===== src/rtl/operand_stage.sv =====
// Operand stage: drives regfile read addresses, captures the instruction into the
// O slot, resolves both source operands through EX/MEM/WB/late-WB forwarding, and
// holds the slot with a bubble on load-use or downstream stall.
//
// Handshake: decode is accepted on a rising edge whenever stall_out is low;
// stall_out high means decode must present the same instruction again. EX takes
// op_* on every edge where op_valid is high and stall_in is low. While stall_in is
// high, op_* stays stable so that EX can sample it again.
module operand_stage #(
    parameter int DATA_W = 32,
    parameter int REG_AW = 5
) (
    input  logic              clk,
    input  logic              rst,
    input  logic              dec_valid,
    input  logic [REG_AW-1:0] dec_ra,
    input  logic [REG_AW-1:0] dec_rb,
    input  logic [REG_AW-1:0] dec_rd,
    input  logic              dec_wen,
    input  logic              dec_is_load,
    input  logic              stall_in,
    output logic [REG_AW-1:0] rf_raddr0,
    output logic [REG_AW-1:0] rf_raddr1,
    input  logic [DATA_W-1:0] rf_rdata0,
    input  logic [DATA_W-1:0] rf_rdata1,
    output logic              rf_stall,
    input  logic              ex_wen,
    input  logic              ex_is_load,
    input  logic [REG_AW-1:0] ex_waddr,
    input  logic [DATA_W-1:0] ex_wdata,
    input  logic              mem_wen,
    input  logic [REG_AW-1:0] mem_waddr,
    input  logic [DATA_W-1:0] mem_wdata,
    input  logic              wb_wen0,
    input  logic [REG_AW-1:0] wb_waddr0,
    input  logic [DATA_W-1:0] wb_wdata0,
    input  logic              wb_wen1,
    input  logic [REG_AW-1:0] wb_waddr1,
    input  logic [DATA_W-1:0] wb_wdata1,
    output logic              op_valid,
    output logic [DATA_W-1:0] op_a,
    output logic [DATA_W-1:0] op_b,
    output logic [REG_AW-1:0] op_rd,
    output logic              op_wen,
    output logic              op_is_load,
    output logic              stall_out,
    output logic [1:0]        dbg_state
);

    // Slot state is carried by o_vld/o_held; the enum names it for debug.
    typedef enum logic [1:0] {
        EMPTY = 2'd0,
        ISSUE = 2'd1,
        HELD  = 2'd2
    } state_t;

    logic              o_vld, o_held, o_wen, o_ld;
    logic [REG_AW-1:0] o_ra, o_rb, o_rd;
    logic [DATA_W-1:0] opq_a, opq_b;

    logic              lwb_wen0, lwb_wen1;
    logic [REG_AW-1:0] lwb_waddr0, lwb_waddr1;
    logic [DATA_W-1:0] lwb_wdata0, lwb_wdata1;

    logic              nxt_vld, nxt_held, nxt_wen, nxt_ld;
    logic [REG_AW-1:0] nxt_ra, nxt_rb, nxt_rd;
    logic [DATA_W-1:0] nxt_opq_a, nxt_opq_b;

    logic              load_use;
    logic [DATA_W-1:0] res_a, res_b;
    state_t            state;

    // Forwarding priority: r0, EX, MEM, WB0, WB1, late WB0, late WB1, then base.
    // Port 1 loses to port 0 when both write the same register.
    function automatic logic [DATA_W-1:0] resolve(input logic [REG_AW-1:0] src,
                                                  input logic [DATA_W-1:0] base);
        logic [DATA_W-1:0] r;
        if (src == '0)                                   r = '0;
        else if (ex_wen && ex_waddr == src)              r = ex_wdata;
        else if (mem_wen && mem_waddr == src)            r = mem_wdata;
        else if (wb_wen0 && wb_waddr0 == src)            r = wb_wdata0;
        else if (wb_wen1 && wb_waddr1 == src &&
                 !(wb_wen0 && wb_waddr0 == wb_waddr1))   r = wb_wdata1;
        else if (lwb_wen0 && lwb_waddr0 == src)          r = lwb_wdata0;
        else if (lwb_wen1 && lwb_waddr1 == src &&
                 !(lwb_wen0 && lwb_waddr0 == lwb_waddr1)) r = lwb_wdata1;
        else                                             r = base;
        return r;
    endfunction

    assign rf_raddr0 = dec_ra;
    assign rf_raddr1 = dec_rb;

    // Hazard detection, operand resolution and issue outputs.
    always_comb begin
        load_use  = o_vld && ex_wen && ex_is_load && (ex_waddr != '0) &&
                    (ex_waddr == o_ra || ex_waddr == o_rb);
        stall_out = o_vld && (stall_in || load_use);
        rf_stall  = stall_out;
        res_a     = resolve(o_ra, o_held ? opq_a : rf_rdata0);
        res_b     = resolve(o_rb, o_held ? opq_b : rf_rdata1);
        op_valid  = o_vld && !load_use;
        op_a      = op_valid ? res_a : '0;
        op_b      = op_valid ? res_b : '0;
        op_rd     = o_rd;
        op_wen    = o_wen;
        op_is_load = o_ld;
        if (!o_vld)      state = EMPTY;
        else if (o_held) state = HELD;
        else             state = ISSUE;
        dbg_state = state;
    end

    // Next slot contents: accept from decode, or hold and snapshot the operands.
    always_comb begin
        nxt_vld   = dec_valid;
        nxt_held  = 1'b0;
        nxt_ra    = dec_ra;
        nxt_rb    = dec_rb;
        nxt_rd    = dec_rd;
        nxt_wen   = dec_wen;
        nxt_ld    = dec_is_load;
        nxt_opq_a = opq_a;
        nxt_opq_b = opq_b;
        if (stall_out) begin
            nxt_vld   = o_vld;
            nxt_held  = 1'b1;
            nxt_ra    = o_ra;
            nxt_rb    = o_rb;
            nxt_rd    = o_rd;
            nxt_wen   = o_wen;
            nxt_ld    = o_ld;
            nxt_opq_a = res_a;
            nxt_opq_b = res_b;
        end
    end

    // O slot registers.
    always_ff @(posedge clk or posedge rst) begin
        if (rst) begin
            o_vld  <= 1'b0;
            o_held <= 1'b0;
            o_ra   <= '0;
            o_rb   <= '0;
            o_rd   <= '0;
            o_wen  <= 1'b0;
            o_ld   <= 1'b0;
            opq_a  <= '0;
            opq_b  <= '0;
        end else begin
            o_vld  <= nxt_vld;
            o_held <= nxt_held;
            o_ra   <= nxt_ra;
            o_rb   <= nxt_rb;
            o_rd   <= nxt_rd;
            o_wen  <= nxt_wen;
            o_ld   <= nxt_ld;
            opq_a  <= nxt_opq_a;
            opq_b  <= nxt_opq_b;
        end
    end

    // Late-WB copy: writes the regfile committed on the edge that captured rdata.
    always_ff @(posedge clk or posedge rst) begin
        if (rst) begin
            lwb_wen0   <= 1'b0;
            lwb_wen1   <= 1'b0;
            lwb_waddr0 <= '0;
            lwb_waddr1 <= '0;
            lwb_wdata0 <= '0;
            lwb_wdata1 <= '0;
        end else begin
            lwb_wen0   <= wb_wen0;
            lwb_wen1   <= wb_wen1;
            lwb_waddr0 <= wb_waddr0;
            lwb_waddr1 <= wb_waddr1;
            lwb_wdata0 <= wb_wdata0;
            lwb_wdata1 <= wb_wdata1;
        end
    end

endmodule


===== config.mk =====
export PLATFORM = sky130hd
export DESIGN_NAME = operand_stage
export DESIGN_NICKNAME = d
export VERILOG_FILES = /design/src/rtl/operand_stage.sv
export SDC_FILE = /design/constraint.sdc
export NUM_CORES = 1
export LEC_CHECK = 0
export BUFFER_PORTS_ARGS = -buffer_cell sky130_fd_sc_hd__buf_2
export CORE_UTILIZATION = 30
export CTS_CLUSTER_DIAMETER = 200
export DETAILED_ROUTE_END_ITERATION = 6
export GPL_ROUTABILITY_DRIVEN = 0
export GPL_TIMING_DRIVEN = 0
export HOLD_SLACK_MARGIN = 0.06
export PLACE_DENSITY_LB_ADDON = 0.12
export SLEW_MARGIN = 20
export SYNTH_ARGS = -nofsm -noshare
export SYNTH_HDL_FRONTEND = slang
export SYNTH_SLANG_ARGS = --single-unit

===== constraint.sdc =====
create_clock -name clk -period 5.95 [get_ports clk]
set_input_delay 1.19 -clock clk [delete_from_list [all_inputs] [get_ports clk]]
set_output_delay 1.19 -clock clk [all_outputs]
set_load 0.01 [all_outputs]

### Yosys cells after proc, flatten, opt, wreduce, memory -nomap -nowiden

Cells that the tools add are included.

| word-level totals | value |
|---|---|
| flip-flop bits (word level) | 159 |
| logic and storage cells | 82 |

| operators by class | value |
|---|---|
| reduce and logical (&&, ||, !) cells | 32 |
| eq/ne operators | 14 |
| mux-type cells | 21 |

Operators with widths:

| operator | number |
|---|---|
| 32-bit 2-to-1 mux | 18 |
| 5-bit equality test | 14 |
| 1-bit logical AND | 24 |
| 5-bit logical NOT | 2 |
| 5-bit nonzero test | 1 |
| 2-bit 2-to-1 mux | 2 |
| 1-bit logical NOT | 3 |
| 1-bit logical OR | 2 |
| 1-bit 2-to-1 mux | 1 |

### Depth between registers and ports, before layout

| depth | value |
|---|---|
| word-level depth | 12 |
| depth in mapped cells | 10 |
| gate-level depth less buffers | 7 |

### Worst setup path after synthesis

OpenSTA, ideal clock, no wires.

| timing path | value |
|---|---|
| kind | input port to output port |
| start | input port ex_waddr[1] |
| end | output port op_a[12] |
| arrival | 2.754 ns |
| buffers on the path | 2 |
| cell stages on the path | 7 |
| slack | 2.006 ns |
| required time | 4.760 ns |
| cell sequence | or4_1 o21a_1 a21bo_4 nand2_1 buf_6 buf_2 o31ai_1 |

| between the ends | value |
|---|---|
| word-level cells in the longest chain between the ends | 6 |
| elaborated cells between the ends (all ways) | 12 |
| those cells by class | eq/ne (2); mux (3); reduce/logical (7) |

RTL lines:

| what | RTL line | text |
|---|---|---|
| from (decl) | 29 | `input logic [REG_AW-1:0] ex_waddr,` |
| 5-bit equality test (tied with other cells) | 79, 97 |  |
| 1-bit logical OR or 1-bit logical AND (tied branches) | 97, 96 |  |
| 1-bit logical AND | 96 | `load_use = o_vld && ex_wen && ex_is_load && (ex_waddr != '0) &&` |
| 1-bit logical NOT | 102 | `op_valid = o_vld && !load_use;` |
| 1-bit logical AND | 102 |  |
| 32-bit 2-to-1 mux * | 103 | `op_a = op_valid ? res_a : '0;` |
| to (decl) | 41 | `output logic [DATA_W-1:0] op_a,` |

Every way passes the cells marked *; elsewhere a longest branch is shown, timed or not.

### Worst setup path in the final report

| timing path | value |
|---|---|
| start | input port wb_wen0 |
| end | output port op_a[0] |

| between the ends | value |
|---|---|
| word-level cells in the longest chain between the ends | 9 |
| elaborated cells between the ends (all ways) | 10 |
| those cells by class | mux (6); reduce/logical (4) |

RTL lines:

| what | RTL line | text |
|---|---|---|
| from (decl) | 34 | `input logic wb_wen0,` |
| 1-bit logical AND | 83 | `!(wb_wen0 && wb_waddr0 == wb_waddr1)) r = wb_wdata1;` |
| 1-bit logical NOT | 83 |  |
| 1-bit logical AND | 82 | `else if (wb_wen1 && wb_waddr1 == src &&` |
| 32-bit 2-to-1 mux | 82 |  |
| 32-bit 2-to-1 mux * | 81 | `else if (wb_wen0 && wb_waddr0 == src) r = wb_wdata0;` |
| 32-bit 2-to-1 mux * | 80 | `else if (mem_wen && mem_waddr == src) r = mem_wdata;` |
| 32-bit 2-to-1 mux * | 79 | `else if (ex_wen && ex_waddr == src) r = ex_wdata;` |
| 32-bit 2-to-1 mux * | 78 | `if (src == '0) r = '0;` |
| 32-bit 2-to-1 mux * | 103 |  |

Marks and branches as above.

==> impl_metrics.env <==
export IMPL_cts_root_buf="clkbuf_16"
export IMPL_synthMuxAreaShare_pct=10.62
export IMPL_worstMarginPinSlew_ps=1048
export IMPL_path_delay_family="buffers and inverters"
export IMPL_slowest_stage="clkbuf_1"
export IMPL_power_share_combinational_pct=34.2
export IMPL_max_freq_ghz=0.1952
export IMPL_row_count=73
export IMPL_r2r_slack_ps=3140
export IMPL_max_stage_delay_ps=590
export IMPL_setup_viol=0
export IMPL_seq_area_frac_synth_pct=32.99
export IMPL_postCtsSetupBuffers=0
export IMPL_hpwl_um=42980
export IMPL_yosys_warnings=0
export IMPL_synth_top_family_by_area="compound AO/OA/AOI/OAI gates"
export IMPL_synth_nets=1502
export IMPL_finalCriticalPeriod_ps=5123
export IMPL_async_flop_share_pct=100.0
export IMPL_clk_latency_ps=450
export IMPL_ant_nets=0
export IMPL_grt_pass1_wl_um=85060
export IMPL_syn2layout_area_growth_pct=24.65
export IMPL_cts_sinks=159
export IMPL_power_mw=4.035
export IMPL_rsz0062_at_grt="no"
export IMPL_portBuffers=323
export IMPL_maxSlewViolCount=0
export IMPL_p_per_area_mw_per_mm2=268.4
export IMPL_hp_class="reg -> reg"
export IMPL_ys_ff_latch=159
export IMPL_postSynthAreaPerCell_um2=9.542
export IMPL_antenna_found_initial=3
export IMPL_cts_tree="yes"
export IMPL_switchingPower_mw=1.427
export IMPL_swShare_pct=35.37
export IMPL_synth_edf_count=0
export IMPL_crit_path_start_kind="input port"
export IMPL_peakVddDrop_mv=0.2241
export IMPL_grt_start_max_net_pins=86
export IMPL_fin_nets=1845
export IMPL_die_w_um=202.5
export IMPL_tns_ps=0
export IMPL_path_max_fanout=10
export IMPL_synthXorXnorAreaFrac_pct=4.720
export IMPL_skew_ps=9.955
export IMPL_period_share_pct=86.11
export IMPL_clk_path_buf_depth=2
export IMPL_synth_cell_area_mm2=0.01206
export IMPL_synthAdderAreaFrac_pct=0
export IMPL_holdWs_ps=461.5
export IMPL_cts_buffers=17
export IMPL_track_usage_pct=28.69
export IMPL_fp_coreArea_mm2=0.03973
export IMPL_crit_arrival_ps=3930
export IMPL_postRouteWirelength_um=59440
export IMPL_drc=0
export IMPL_wire_per_inst_um=27.70
export IMPL_grt_pass1_vias=12450
export IMPL_maxCapViolCount=0
export IMPL_path_cells="buf_2 > clkbuf_1 > nand3_1 > o21ai_1 > clkbuf_1 > o211ai_1 > o31ai_1 > buf_2"
export IMPL_ys_flop_type="dfrtp_1"
export IMPL_dp_cells=2113
export IMPL_drtIter0Drc=1130
export IMPL_die_area_mm2=0.04101
export IMPL_p_int_mw=2.608
export IMPL_hold_viol=0
export IMPL_dp_slack_ps=944.2
export IMPL_drive_above_1_share_pct=33.72
export IMPL_cts_repair_resize_count=0
export IMPL_synth_compound_area_share_pct=32.31
export IMPL_path_buf_inv=4
export IMPL_cts_hold_buf=0
export IMPL_grt_overflow=0
export IMPL_io_pins=324
export IMPL_required_ps=4760
export IMPL_final_instance_count_excl_fill=2146
export IMPL_yosys_area_share_simple_pct=11.78
export IMPL_finalWorstSetupSlack_ps=826.6
export IMPL_relSlewSlack_pct=30.11
export IMPL_start_util_pct=30.36
export IMPL_outcome="complete, no violations"
export IMPL_viasPerCell=5.777
export IMPL_h_tree_depth=4
export IMPL_fin_util_pct=37.84
export IMPL_p_leak_nw=6.170
export IMPL_power_frac_seq_pct=33.5
export IMPL_fin_area_mm2=0.01503
export IMPL_end_kind="output port"
export IMPL_drtPass1Iterations=6
export IMPL_worstSetupPathType="in -> out"
export IMPL_synth_distinct_cells=43
export IMPL_die_h_um=202.5
export IMPL_dpl_cell_area_mm2=0.01437
export IMPL_clkSlewWorstSetupHoldPaths_ps=70
export IMPL_clockPowerShare_pct=32.2
export IMPL_synthCells=1264
export IMPL_num_vias=12400
[flip-flops by register name (all words and copies together) (netlist names)]
signal / cells
lwb_waddr0: 5
lwb_waddr1: 5
lwb_wdata0: 32
lwb_wdata1: 32
lwb_wen0: 1
lwb_wen1: 1
o_held: 1
o_ra: 5
o_rb: 5
o_vld: 1
op_is_load: 1
op_rd: 5
op_wen: 1
opq_a: 32
opq_b: 32
[cells in the mapped netlist (3+ instances only)]
master	count	area, µm²
dfrtp_1	159	3979
mux2i_1	128	1281
nand2_1	125	469.2
o31ai_1	98	735.7
nand3_1	68	340.3
nor2b_1	66	412.9
a32o_1	64	640.6
o211ai_1	64	480.5
o21ai_0	64	320.3
a21oi_1	62	310.3
clkbuf_1	56	210.2
a221oi_2	54	810.8
buf_2	44	220.2
xor2_1	34	297.8
buf_4	33	247.7
xnor2_1	31	271.5
o31ai_2	30	375.4
buf_6	17	191.4
a221oi_1	10	87.58
and3_1	6	37.54
nor2_1	6	22.52
inv_1	4	15.01
nor3_1	4	20.02
nor4_1	4	25.02
nand4_1	3	18.77
o211a_1	3	30.03
o21ai_1	3	15.01
[final cells by class]
class                           count  area, µm²
Buffer                            154      892.1
Clock inverter                     11      212.7
Clock buffer                       20      446.7
Fill cell                        4218      24700
Sequential cell                   159       3979
Antenna cell                        2      5.005
Tap cell                          525      656.9
Multi-Input combinational cell    946       7169
Timing Repair Buffer              324       1644
Inverter                            5      28.78
[cells in the final DEF, fill, tap and decap left out, types with 3 or more instances in the layout]
cell	n
nand4_1	3
a32o_1	64
o31ai_2	30
nor2_1	6
mux2i_1	128
a221oi_1	10
o31ai_1	98
nor4_1	4
clkbuf_1	58
o21ai_1	3
and3_1	6
xnor2_1	31
o21ai_0	64
nor3_1	4
o211a_1	3
o211ai_1	64
xor2_1	34
inv_1	3
nand2_1	125
clkbuf_16	17
bufinv_16	6
a21oi_1	62
a221oi_2	54
buf_2	367
buf_4	33
dfrtp_1	159
buf_6	17
nor2b_1	66
clkinvlp_4	3
nand3_1	68
[worst paths after layout]
check / from / endpoint / depth (start not counted)
setup reg to reg: lwb_waddr0[2] / opq_b[17] / 7
setup / recovery: wb_wen0 / op_a[0] / 8
min in group asynchronous: rst / opq_b[27] / 2
max in group asynchronous: rst / opq_b[12] / 3
hold reg to reg: op_rd[2] / op_rd[2] / 2
hold / removal: op_rd[2] / op_rd[2] / 2
[tightest hold or removal path, stage by stage, from the launching register on]
cell and delay (ps):
dfrtp_1 340, nand2_1 50, nand2_1 50
[layer usage]
metal	part of all wire, %	global-route usage [%]
met5	0.022	0
met1	43	38.61
met3	7.0	4.318
met2	47	46.82
met4	2.5	9.721
[cell families after synthesis]
logic type | Yosys count
AOI/OAI and AO/OA | 462
and+or+nand+nor | 291
DFF | 159
buffers and inverters | 159
muxes | 128
xor gates and xnor gates | 65
[power groups by stage]
stage | clock [mW] | sequential (mW) | combinational (mW)
after floorplan | 0 | 1.35 | 0.865
after global placement | 0 | 1.36 | 1.36
after detailed placement | 0 | 1.37 | 1.37
after CTS | 1.31 | 1.35 | 1.38
after global routing | 1.36 | 1.37 | 1.48
final | 1.30 | 1.35 | 1.38
Power figures use the tool's default switching activity.
